### config.mk
export PLATFORM = sky130hd
export DESIGN_NAME = kbd_cmd_sequencer
export DESIGN_NICKNAME = d
export VERILOG_FILES = /design/src/rtl/kbd_common.sv /design/src/rtl/ps2_tx.sv /design/src/rtl/kbd_cmd_sequencer.sv
export SDC_FILE = /design/constraint.sdc
export NUM_CORES = 1
export LEC_CHECK = 0
export CAP_MARGIN = 0
export CORE_ASPECT_RATIO = 0.7
export CORE_UTILIZATION = 25
export CTS_CLUSTER_DIAMETER = 120
export DETAILED_ROUTE_END_ITERATION = 7
export GPL_TIMING_DRIVEN = 0
export PLACE_DENSITY = 0.53
export RECOVER_POWER = 100
export SETUP_SLACK_MARGIN = 0.15
export SLEW_MARGIN = 0
export SYNTH_ARGS = -nofsm -noshare
export SYNTH_HDL_FRONTEND = slang
export SYNTH_SLANG_ARGS = --single-unit
### constraint.sdc
create_clock -name clk_i -period 2.2 [get_ports clk_i]
set_clock_uncertainty 0.2 [all_clocks]
set_input_delay 0.44 -clock clk_i [delete_from_list [all_inputs] [get_ports clk_i]]
set_output_delay 0.44 -clock clk_i [all_outputs]
set_load 0.05 [all_outputs]
### src/rtl/kbd_common.sv
// kbd_common: shared response codes, command record and sequencer states
package kbd_common;
  localparam logic [7:0] PS2_ACK = 8'hFA;
  localparam logic [7:0] PS2_RESEND = 8'hFE;
  typedef struct packed {
    logic       len;
    logic [7:0] byte0;
    logic [7:0] byte1;
  } kbd_cmd_t;
  typedef enum logic [2:0] {IDLE, INHIBIT, RTS, SHIFT, LINE_ACK, WAIT_RESP, DONE} kbd_seq_state_t;
  function automatic logic odd_parity(input logic [7:0] b);
    return ~^b;
  endfunction
endpackage

### src/rtl/ps2_tx.sv
// ps2_tx: PS/2 host-to-device frame shifter with line synchronizers and line-ack sample
module ps2_tx
  import kbd_common::*;
(
  input  logic       clk_i,
  input  logic       reset_i,
  input  logic       load,
  input  logic       en,
  input  logic [7:0] tx_byte,
  input  logic       ps2_clk_i,
  input  logic       ps2_data_i,
  output logic       data_oe,
  output logic       fall,
  output logic [3:0] bit_cnt,
  output logic       sent,
  output logic       nack
);
  logic [2:0]  clk_s;
  logic [1:0]  dat_s;
  logic [10:0] sh;
  always_ff @(posedge clk_i) begin
    clk_s <= reset_i ? 3'b111 : {clk_s[1:0], ps2_clk_i};
    dat_s <= reset_i ? 2'b11 : {dat_s[0], ps2_data_i};
    if (reset_i || load) begin
      sh      <= {1'b1, odd_parity(tx_byte), tx_byte, 1'b0};
      bit_cnt <= '0;
    end else if (en && fall) begin
      sh      <= {1'b1, sh[10:1]};
      bit_cnt <= bit_cnt + 4'd1;
    end
  end
  // sh[0] is the bit currently on the line: start bit first, then data, parity, stop
  assign fall    = clk_s[2] & ~clk_s[1];
  assign data_oe = en & ~sh[0];
  assign sent    = en & fall & (bit_cnt == 4'd10) & ~dat_s[1];
  assign nack    = en & fall & (bit_cnt == 4'd10) & dat_s[1];
endmodule

### src/rtl/kbd_cmd_sequencer.sv
// kbd_cmd_sequencer: sends 1-2 byte keyboard commands over PS/2 with ack/resend/timeout retry
module kbd_cmd_sequencer
  import kbd_common::*;
#(
  parameter int INHIBIT_CYCLES = 5000,
  parameter int TIMEOUT_CYCLES = 1_000_000,
  parameter int MAX_RETRIES    = 3
) (
  input  logic       clk_i,
  input  logic       reset_i,
  input  logic       cmd_valid_i,
  output logic       cmd_ready_o,
  input  logic       cmd_len_i,
  input  logic [7:0] cmd_byte0_i,
  input  logic [7:0] cmd_byte1_i,
  input  logic       ps2_clk_i,
  input  logic       ps2_data_i,
  output logic       ps2_clk_oe_o,
  output logic       ps2_data_oe_o,
  input  logic [7:0] rx_data_i,
  input  logic       rx_valid_i,
  output logic       rx_consume_o,
  output logic       done_o,
  output logic       error_o
);
  localparam int WDW = $clog2(TIMEOUT_CYCLES + 1);
  localparam int IHW = $clog2(INHIBIT_CYCLES + 1);
  localparam int RCW = $clog2(MAX_RETRIES + 1);
  kbd_seq_state_t state, nxt;
  kbd_cmd_t       cmd;
  logic           idx, err, fall, sent, nack, expired, is_ack, is_resend, ack_more, retry;
  logic [3:0]     bit_cnt;
  logic [RCW-1:0] rc;
  logic [IHW-1:0] inh;
  logic [WDW-1:0] wd;
  ps2_tx u_tx (
    .clk_i      (clk_i),
    .reset_i    (reset_i),
    .load       (state == INHIBIT),
    .en         (state == RTS || state == SHIFT || state == LINE_ACK),
    .tx_byte    (idx ? cmd.byte1 : cmd.byte0),
    .ps2_clk_i  (ps2_clk_i),
    .ps2_data_i (ps2_data_i),
    .data_oe    (ps2_data_oe_o),
    .fall       (fall),
    .bit_cnt    (bit_cnt),
    .sent       (sent),
    .nack       (nack)
  );
  assign expired      = wd == WDW'(TIMEOUT_CYCLES);
  assign is_ack       = state == WAIT_RESP && rx_valid_i && rx_data_i == PS2_ACK;
  assign is_resend    = state == WAIT_RESP && rx_valid_i && rx_data_i == PS2_RESEND;
  assign ack_more     = is_ack & ~idx & cmd.len;
  assign rx_consume_o = is_ack | is_resend;
  always_ff @(posedge clk_i) state <= reset_i ? IDLE : nxt;
  always_comb begin
    retry = 1'b0;
    nxt   = state;
    case (state)
      IDLE:      nxt = cmd_valid_i ? INHIBIT : IDLE;
      INHIBIT:   nxt = inh == IHW'(INHIBIT_CYCLES - 1) ? RTS : INHIBIT;
      RTS:       if (fall) nxt = SHIFT; else retry = expired;
      SHIFT:     if (fall && bit_cnt == 4'd9) nxt = LINE_ACK; else retry = expired;
      LINE_ACK:  if (sent) nxt = WAIT_RESP; else retry = nack | expired;
      WAIT_RESP: if (is_ack) nxt = ack_more ? INHIBIT : DONE; else retry = is_resend | expired;
      default:   nxt = IDLE;
    endcase
    if (retry) nxt = rc < RCW'(MAX_RETRIES) ? INHIBIT : DONE;
  end
  always_comb begin
    cmd_ready_o  = state == IDLE;
    ps2_clk_oe_o = state == INHIBIT;
    done_o       = state == DONE;
    error_o      = done_o & err;
  end
  // watchdog restarts only when a new phase (RTS or WAIT_RESP) is entered
  always_ff @(posedge clk_i) begin
    if (reset_i) begin
      cmd <= '0;
      idx <= 1'b0;
      rc  <= '0;
      err <= 1'b0;
      inh <= '0;
      wd  <= '0;
    end else begin
      if (state == IDLE) begin
        cmd <= '{len: cmd_len_i, byte0: cmd_byte0_i, byte1: cmd_byte1_i};
        idx <= 1'b0;
        rc  <= '0;
      end
      if (ack_more) begin
        idx <= 1'b1;
        rc  <= '0;
      end
      if (retry && nxt == INHIBIT) rc <= rc + RCW'(1);
      if (nxt == DONE) err <= retry;
      inh <= state == INHIBIT ? inh + IHW'(1) : '0;
      wd  <= (nxt != state && (nxt == RTS || nxt == WAIT_RESP)) ? '0 : wd + WDW'(!expired);
    end
  end
endmodule

==> summary.md, run 1 <==
| Metric | Value |
|---|---|
| Status | `finished, violations left` |
| Failing checks | `setup timing` |
| Power share of the combinational group | `10.2%` |
| Post-synthesis compound-gate area fraction | `8.02%` |
| Worst Slack Setup Final | `-243 ps` |
| Commonest non-fill, non-tap cell in the layout | `dfxtp_1` |
| Slew Limit Fails | `0` |
| Min-Delay Path Class | `reg2reg` |
| GRT Residual Overflow | `0` |
| Maximum VDD drop | `0.424 mV` |
| Fmax | `0.409 GHz` |
| Routability cong. | `0.790` |
| Final HPWL DP | `6430 µm` |
| Pre-antenna DRT Iters | `4` |
| Core area | `0.0140 mm²` |
| Min-delay src | `u_tx.clk_s[0]` |
| Worst-margin pin slew | `479 ps` |
| # port buffers | `36` |
| Critical Path AT | `2510 ps` |
| XOR/XNOR share of the synthesized area | `10.2%` |
| Sequential group share of total power | `45.5%` |
| Post-Place Cells | `642` |
| Layout cells sized above 1 | `25.2%` |
| Adder-cell area share of the yosys netlist | `2.42%` |
| Switching Fraction | `24.1%` |
| P_leak | `1.87 nW` |
| Clk slew on worst S/H paths | `60 ps` |
| Crit. Startpoint | `wd[10]` |
| Io pins | `37` |
| Final hold violations | `0` |
| Synthesized Nets | `454` |
| Largest family of logic cells by synthesized area | `simple AND/OR/NAND/NOR gates` |
| Multiplexer share of the synthesized area | `4.43%` |
| Number of enable flip-flop cells after synthesis | `9` |
| Routed length per instance | `13.2 µm` |
| Max cap viols | `0` |
| Initial Util | `25.8%` |
| Int Pwr | `2.51 mW` |
| Initial antenna violation count | `0` |
| Total CTS buffers | `9` |
| Yosys cell types | `46` |
| WP data required | `2270 ps` |
| Clock power share | `44.3%` |
| Largest net degree at the start of global routing | `14` |
| Number of DRC markers in iteration 0 | `149` |
| Tcrit/Tclk final | `111%` |
| Clk buf depth | `2` |
| Net Switching | `0.798 mW` |
| Critical path launch point type | `flip-flop` |
| Max stage delay cell, worst path | `or4_4` |
| Worst relative slew slack | `68.0%` |
| Post-Syn Area | `0.00362 mm²` |
| #FFs+latches synth | `76` |
| CP endpoint kind | `flip-flop` |
| Mapped Cells | `416` |
| Overall routing resource usage | `12.4%` |
| H-tree depth | `3` |
| CTS tree | `yes` |
| Vias in the first global route | `2857` |
| Ys Warns | `0` |
| FP Rows | `36` |
| CTS hold repair buffers | `0` |
| Worst skew pair latency | `340 ps` |
| Vias | `3121` |
| Die height | `103 µm` |
| Crit path cell chain | `or4_4 > or4_4 > nor4_4 > a32o_2 > mux2i_1` |
| Vias per cell | `4.55` |
| RR Startpoint | `wd[10]` |
| Mapped Avg Cell Area | `8.70 µm²` |
| First-pass GRT wire length | `14500 µm` |
| Final Cell Area | `0.00504 mm²` |
| ANT nets after route | `0` |
| Crit path time final | `2440 ps` |
| Placed cell area | `0.00430 mm²` |
| Total Wirelength | `9070 µm` |
| Register area share after synthesis | `44.5%` |
| Layout Cells excl Fill | `686` |
| Asr flop ratio synth | `0%` |
| RSZ-0062 raised after global routing | `yes` |
| Delay of the slowest critical-path stage | `540 ps` |
| Area Overhead vs Synth | `39.4%` |
| Post-route DRC | `0` |
| Root Buffer | `clkbuf_16` |
| Synth Area in Simple Gates | `27.3%` |
| Worst-path maximum fanout | `4` |
| # nets final | `529` |
| Setup violators final | `41` |
| Commonest cells after routing, fill and taps aside | `57 x dfxtp_1, 53 x nand2_1, 47 x nor2_1, 25 x buf_4, 23 x xor2_1` |
| Total clock sinks | `76` |
| Critical path class | `reg2reg` |
| PD cells | `656 mW/mm²` |
| N_diodes | `0` |
| Ys flop type | `dfxtp_1` |
| Cell mode on critical path | `or4_4` |
| Die width | `146 µm` |
| DIE AREA | `0.0150 mm²` |
## state kept, by name, summed over array words and instances (netlist names), 3 cells and up
| name | flops |
|---|---|
| u_tx.clk_s | 3 |
| state | 3 |
| u_tx.bit_cnt | 4 |
| cmd | 17 |
| wd | 20 |
| u_tx.sh | 10 |
| inh | 13 |
## logic make-up (layout without fill, tap and decap cells)
| logic type | after synthesis | count (layout) |
|---|---|---|
| buf+inv | 30 | 110 |
| mux | 16 | 16 |
| simple gates | 197 | 197 |
| compound gates | 48 | 48 |
| flops | 76 | 76 |
| xor+xnor | 42 | 42 |
| fa+ha+maj | 7 | 7 |
## metrics by stage
step | TNS [ps] | hold slack (ps) | power [mW] | worst slack, ps | util (%)
floorplan | -406 | 189 | 1.70 | -81.2 | -
global placement | -11210 | 193 | 1.81 | -830 | 30.7
detailed placement | -11900 | 195 | 1.82 | -809 | 30.7
CTS | -2950 | 210 | 3.31 | -219 | 34.6
global route | -9470 | 230 | 3.43 | -351 | 36.0
finish | -4630 | 206 | 3.31 | -243 | 36.0
## synthesized netlist by cell type (all sizes together), types with 7 or more instances
library cell,count,area (µm²)
mux2i,16,160
a21oi,20,100
xnor2,19,166
edfxtp,9,270
or2,7,43.8
inv,12,45.1
dfxtp,67,1340
nor3,8,40.0
nor2,53,199
o21ai,10,50.1
nand3,21,105
nand4,8,50.1
xor2,23,201
ha,7,87.6
clkbuf,17,63.8
nand2,56,213
## layout make-up
type                    count  area [µm²]
fillers                  1401        8970
multi-input cells         310        2110
flip-flops and latches     76        1630
repair buffers             64         587
well taps                 190         238
clock buffers              10         229
plain buffers              18         135
clock inverters             6        63.8
inverters                  12        50.0
## critical path, delay by kind of cell, from the launching register on
| family | cells | cell delay (ps) |
|---|---|---|
| AO/OA/AOI/OAI | 1 | 300 |
| flip-flops | 1 | 320 |
| multiplexers | 1 | 200 |
| AND/OR/NAND/NOR | 3 | 1370 |
## layer usage
layer  share of wire [%]  GRT usage, %
met1                  53          18.4
met2                  41          17.3
met3                 4.7          3.05
met4                 1.4          3.64
met5                   0             0
## power groups by stage
stage	Clock [mW]	Combinational, mW	Sequential (mW)
after floorplan	0	0.175	1.52
after global placement	0	0.285	1.53
after detailed placement	0	0.289	1.53
after CTS	1.50	0.306	1.50
after global routing	1.55	0.368	1.51
final	1.47	0.336	1.50
## final timing paths
| path | end | slack (ps) | depth (start not counted) |
|---|---|---|---|
| setup / recovery | rc[1] | -240 | 5 |
| hold / removal | u_tx.clk_s[1] | 210 | 1 |
| setup reg to reg | rc[1] | -240 | 5 |
| hold reg to reg | u_tx.clk_s[1] | 210 | 1 |
## timing repair
item,4_1_cts,5_1_grt
setup endpoints to repair,62,59
gates cloned,0,0
pin swaps,21,27
buffers inserted,12,16
resized for setup,97,42
(Power assumes the default switching activity.)
==> inputs of run 2 (changes only) <==
--- a/config.mk
+++ b/config.mk
@@ -5,7 +5,6 @@
 export SDC_FILE = /design/constraint.sdc
 export NUM_CORES = 1
 export LEC_CHECK = 0
-export CAP_MARGIN = 0
 export CORE_ASPECT_RATIO = 0.7
 export CORE_UTILIZATION = 25
 export CTS_CLUSTER_DIAMETER = 120
==> results of run 2 <==
The final DEF is identical to that of run 1; final timing and power are the same.
==> inputs of run 3 (changes only) <==
--- a/config.mk
+++ b/config.mk
@@ -6,11 +6,11 @@
 export NUM_CORES = 1
 export LEC_CHECK = 0
 export CORE_ASPECT_RATIO = 0.7
-export CORE_UTILIZATION = 25
+export CORE_UTILIZATION = 50
 export CTS_CLUSTER_DIAMETER = 120
 export DETAILED_ROUTE_END_ITERATION = 7
 export GPL_TIMING_DRIVEN = 0
-export PLACE_DENSITY = 0.53
+export PLACE_DENSITY = 0.84
 export RECOVER_POWER = 100
 export SETUP_SLACK_MARGIN = 0.15
 export SLEW_MARGIN = 0
==> summary.md, run 3 (synthesis gave the netlist of run 1 again) <==
| Metric | Value |
|---|---|
| Pre-antenna DRT Iters | `6` |
| ANT nets after route | `0` |
| Clk buf depth | `2` |
| PD cells | `616 mW/mm²` |
| Min-delay src | `u_tx.clk_s[0]` |
| Largest regs | `wd (20), cmd (17), inh (13)` |
| Maximum VDD drop | `0.380 mV` |
| Io pins | `37` |
| WP data required | `2270 ps` |
| Status | `finished, violations left` |
| Root Buffer | `clkbuf_8` |
| CTS tree | `yes` |
| CTS hold repair buffers | `0` |
| Total CTS buffers | `9` |
| DIE AREA | `0.00759 mm²` |
| Initial antenna violation count | `0` |
| Failing checks | `setup timing` |
| Number of flip-flops in the largest register | `20` |
| Worst skew pair latency | `350 ps` |
| Die width | `104 µm` |
| Commonest non-fill, non-tap cell in the layout | `dfxtp_1` |
| N_diodes | `0` |
| Min-Delay Path Class | `reg2reg` |
| Crit path time final | `2480 ps` |
| Setup violators final | `28` |
| Crit. Startpoint | `wd[10]` |
| Worst slack, placed | `-788 ps` |
| Post-route setup TNS | `-4550 ps` |
| Post-route DRC | `0` |
| Commonest cells after routing, fill and taps aside | `57 x dfxtp_1, 53 x nand2_1, 47 x nor2_1, 24 x buf_4, 23 x xor2_1` |
| Register Area | `0.00163 mm²` |
| Worst-path maximum fanout | `4` |
| Routability cong. | `0.922` |
| Total Wirelength | `10000 µm` |
| Vias per cell | `5.81` |
| Routed length per instance | `17.0 µm` |
| Biggest register | `wd` |
| Area taken by multi-input logic gates | `0.00208 mm²` |
| Overall routing resource usage | `24.0%` |
| Final HPWL DP | `5940 µm` |
| # port buffers | `36` |
| First-pass GRT wire length | `14200 µm` |
| Max cap viols | `0` |
| Die height | `73.2 µm` |
| Largest net degree at the start of global routing | `14` |
| Area Overhead vs Synth | `32.7%` |
| Vias | `3420` |
| Worst relative slew slack | `68.5%` |
| RR Startpoint | `wd[10]` |
| Tot Pwr | `2.96 mW` |
| CP endpoint kind | `flip-flop` |
| Number of DRC markers in iteration 0 | `288` |
| Layout cells sized above 1 | `23.6%` |
| Critical Path AT | `2550 ps` |
| Critical path class | `reg2reg` |
| Tcrit/Tclk final | `113%` |
| RSZ-0062 raised after global routing | `yes` |
| Critical path launch point type | `flip-flop` |
| Fill cells | `496` |
| Slew Limit Fails | `0` |
| P_leak | `1.84 nW` |
| Vias in the first global route | `3043` |
| Final hold violations | `0` |
| Worst Slack Setup Final | `-275 ps` |
| Total clock sinks | `76` |
| Fmax | `0.404 GHz` |
| Clk slew on worst S/H paths | `80 ps` |
| Worst-margin pin slew | `472 ps` |
| Core area | `0.00688 mm²` |
| Final Cell Area | `0.00480 mm²` |
| H-tree depth | `3` |
| # nets final | `528` |
| Placed cell area | `0.00418 mm²` |
| FP Rows | `25` |
| Initial Util | `52.6%` |
| GRT Residual Overflow | `0` |
## run 3: cell count changes in the layout (fill, tap and decap cells not counted), moves of 3 or more
cell / change
clkbuf_16: -7
nand3_1: +3
dlygate4sd2_1: -3
dlymetal6s2s_1: +4
clkbuf_8: +9
clkbuf_1: +4
## run 3: path summary, 6_finish.rpt
check	endpoint	slack, ps	depth (start not counted)
setup reg to reg	rc[1]	-280	5
hold reg to reg	u_tx.clk_s[1]	220	1
setup / recovery	rc[1]	-280	5
hold / removal	u_tx.clk_s[1]	220	1
## run 3: worst max-delay path, stage by stage (launching register included)
cell,delay (ps)
dfxtp_2,320
or4_4,570
or4_4,460
nor4_4,300
a32o_2,320
mux2i_1,230
## run 3: timing repair
action	in CTS	in global routing
setup endpoints to repair	62	44
gates cloned	0	1
pin swaps	18	10
buffers inserted	12	14
gates resized for setup	82	44
## run 3: power by group
group          internal, mW  switching [mW]
Clock                 0.600           0.530
Combinational         0.156           0.173
Sequential             1.46          0.0445
## run 3: through the flow
stage,hold slack (ps),utilization (%),cells
floorplan,189,-,416
finish,217,69.8,589
CTS,223,66.9,574
detailed placement,202,60.7,546
global route,244,69.8,589
global placement,192,60.7,546
## run 3: per-layer routing
| layer | GRT usage (%) | share of wire (%) |
|---|---|---|
| met3 | 5.36 | 7.4 |
| met2 | 40.4 | 47 |
| met5 | 0 | 0 |
| met1 | 30.5 | 43 |
| met4 | 9.21 | 3.3 |
## run 3: area by class of cell
type,instances,share of cell area [%]
Multi-Input combinational cell,310,43.4
Sequential cell,76,33.9
Clock inverter,4,1.15
Inverter,12,1.09
Tap cell,94,2.45
Buffer,18,2.71
Timing Repair Buffer,63,12.0
Clock buffer,12,3.26
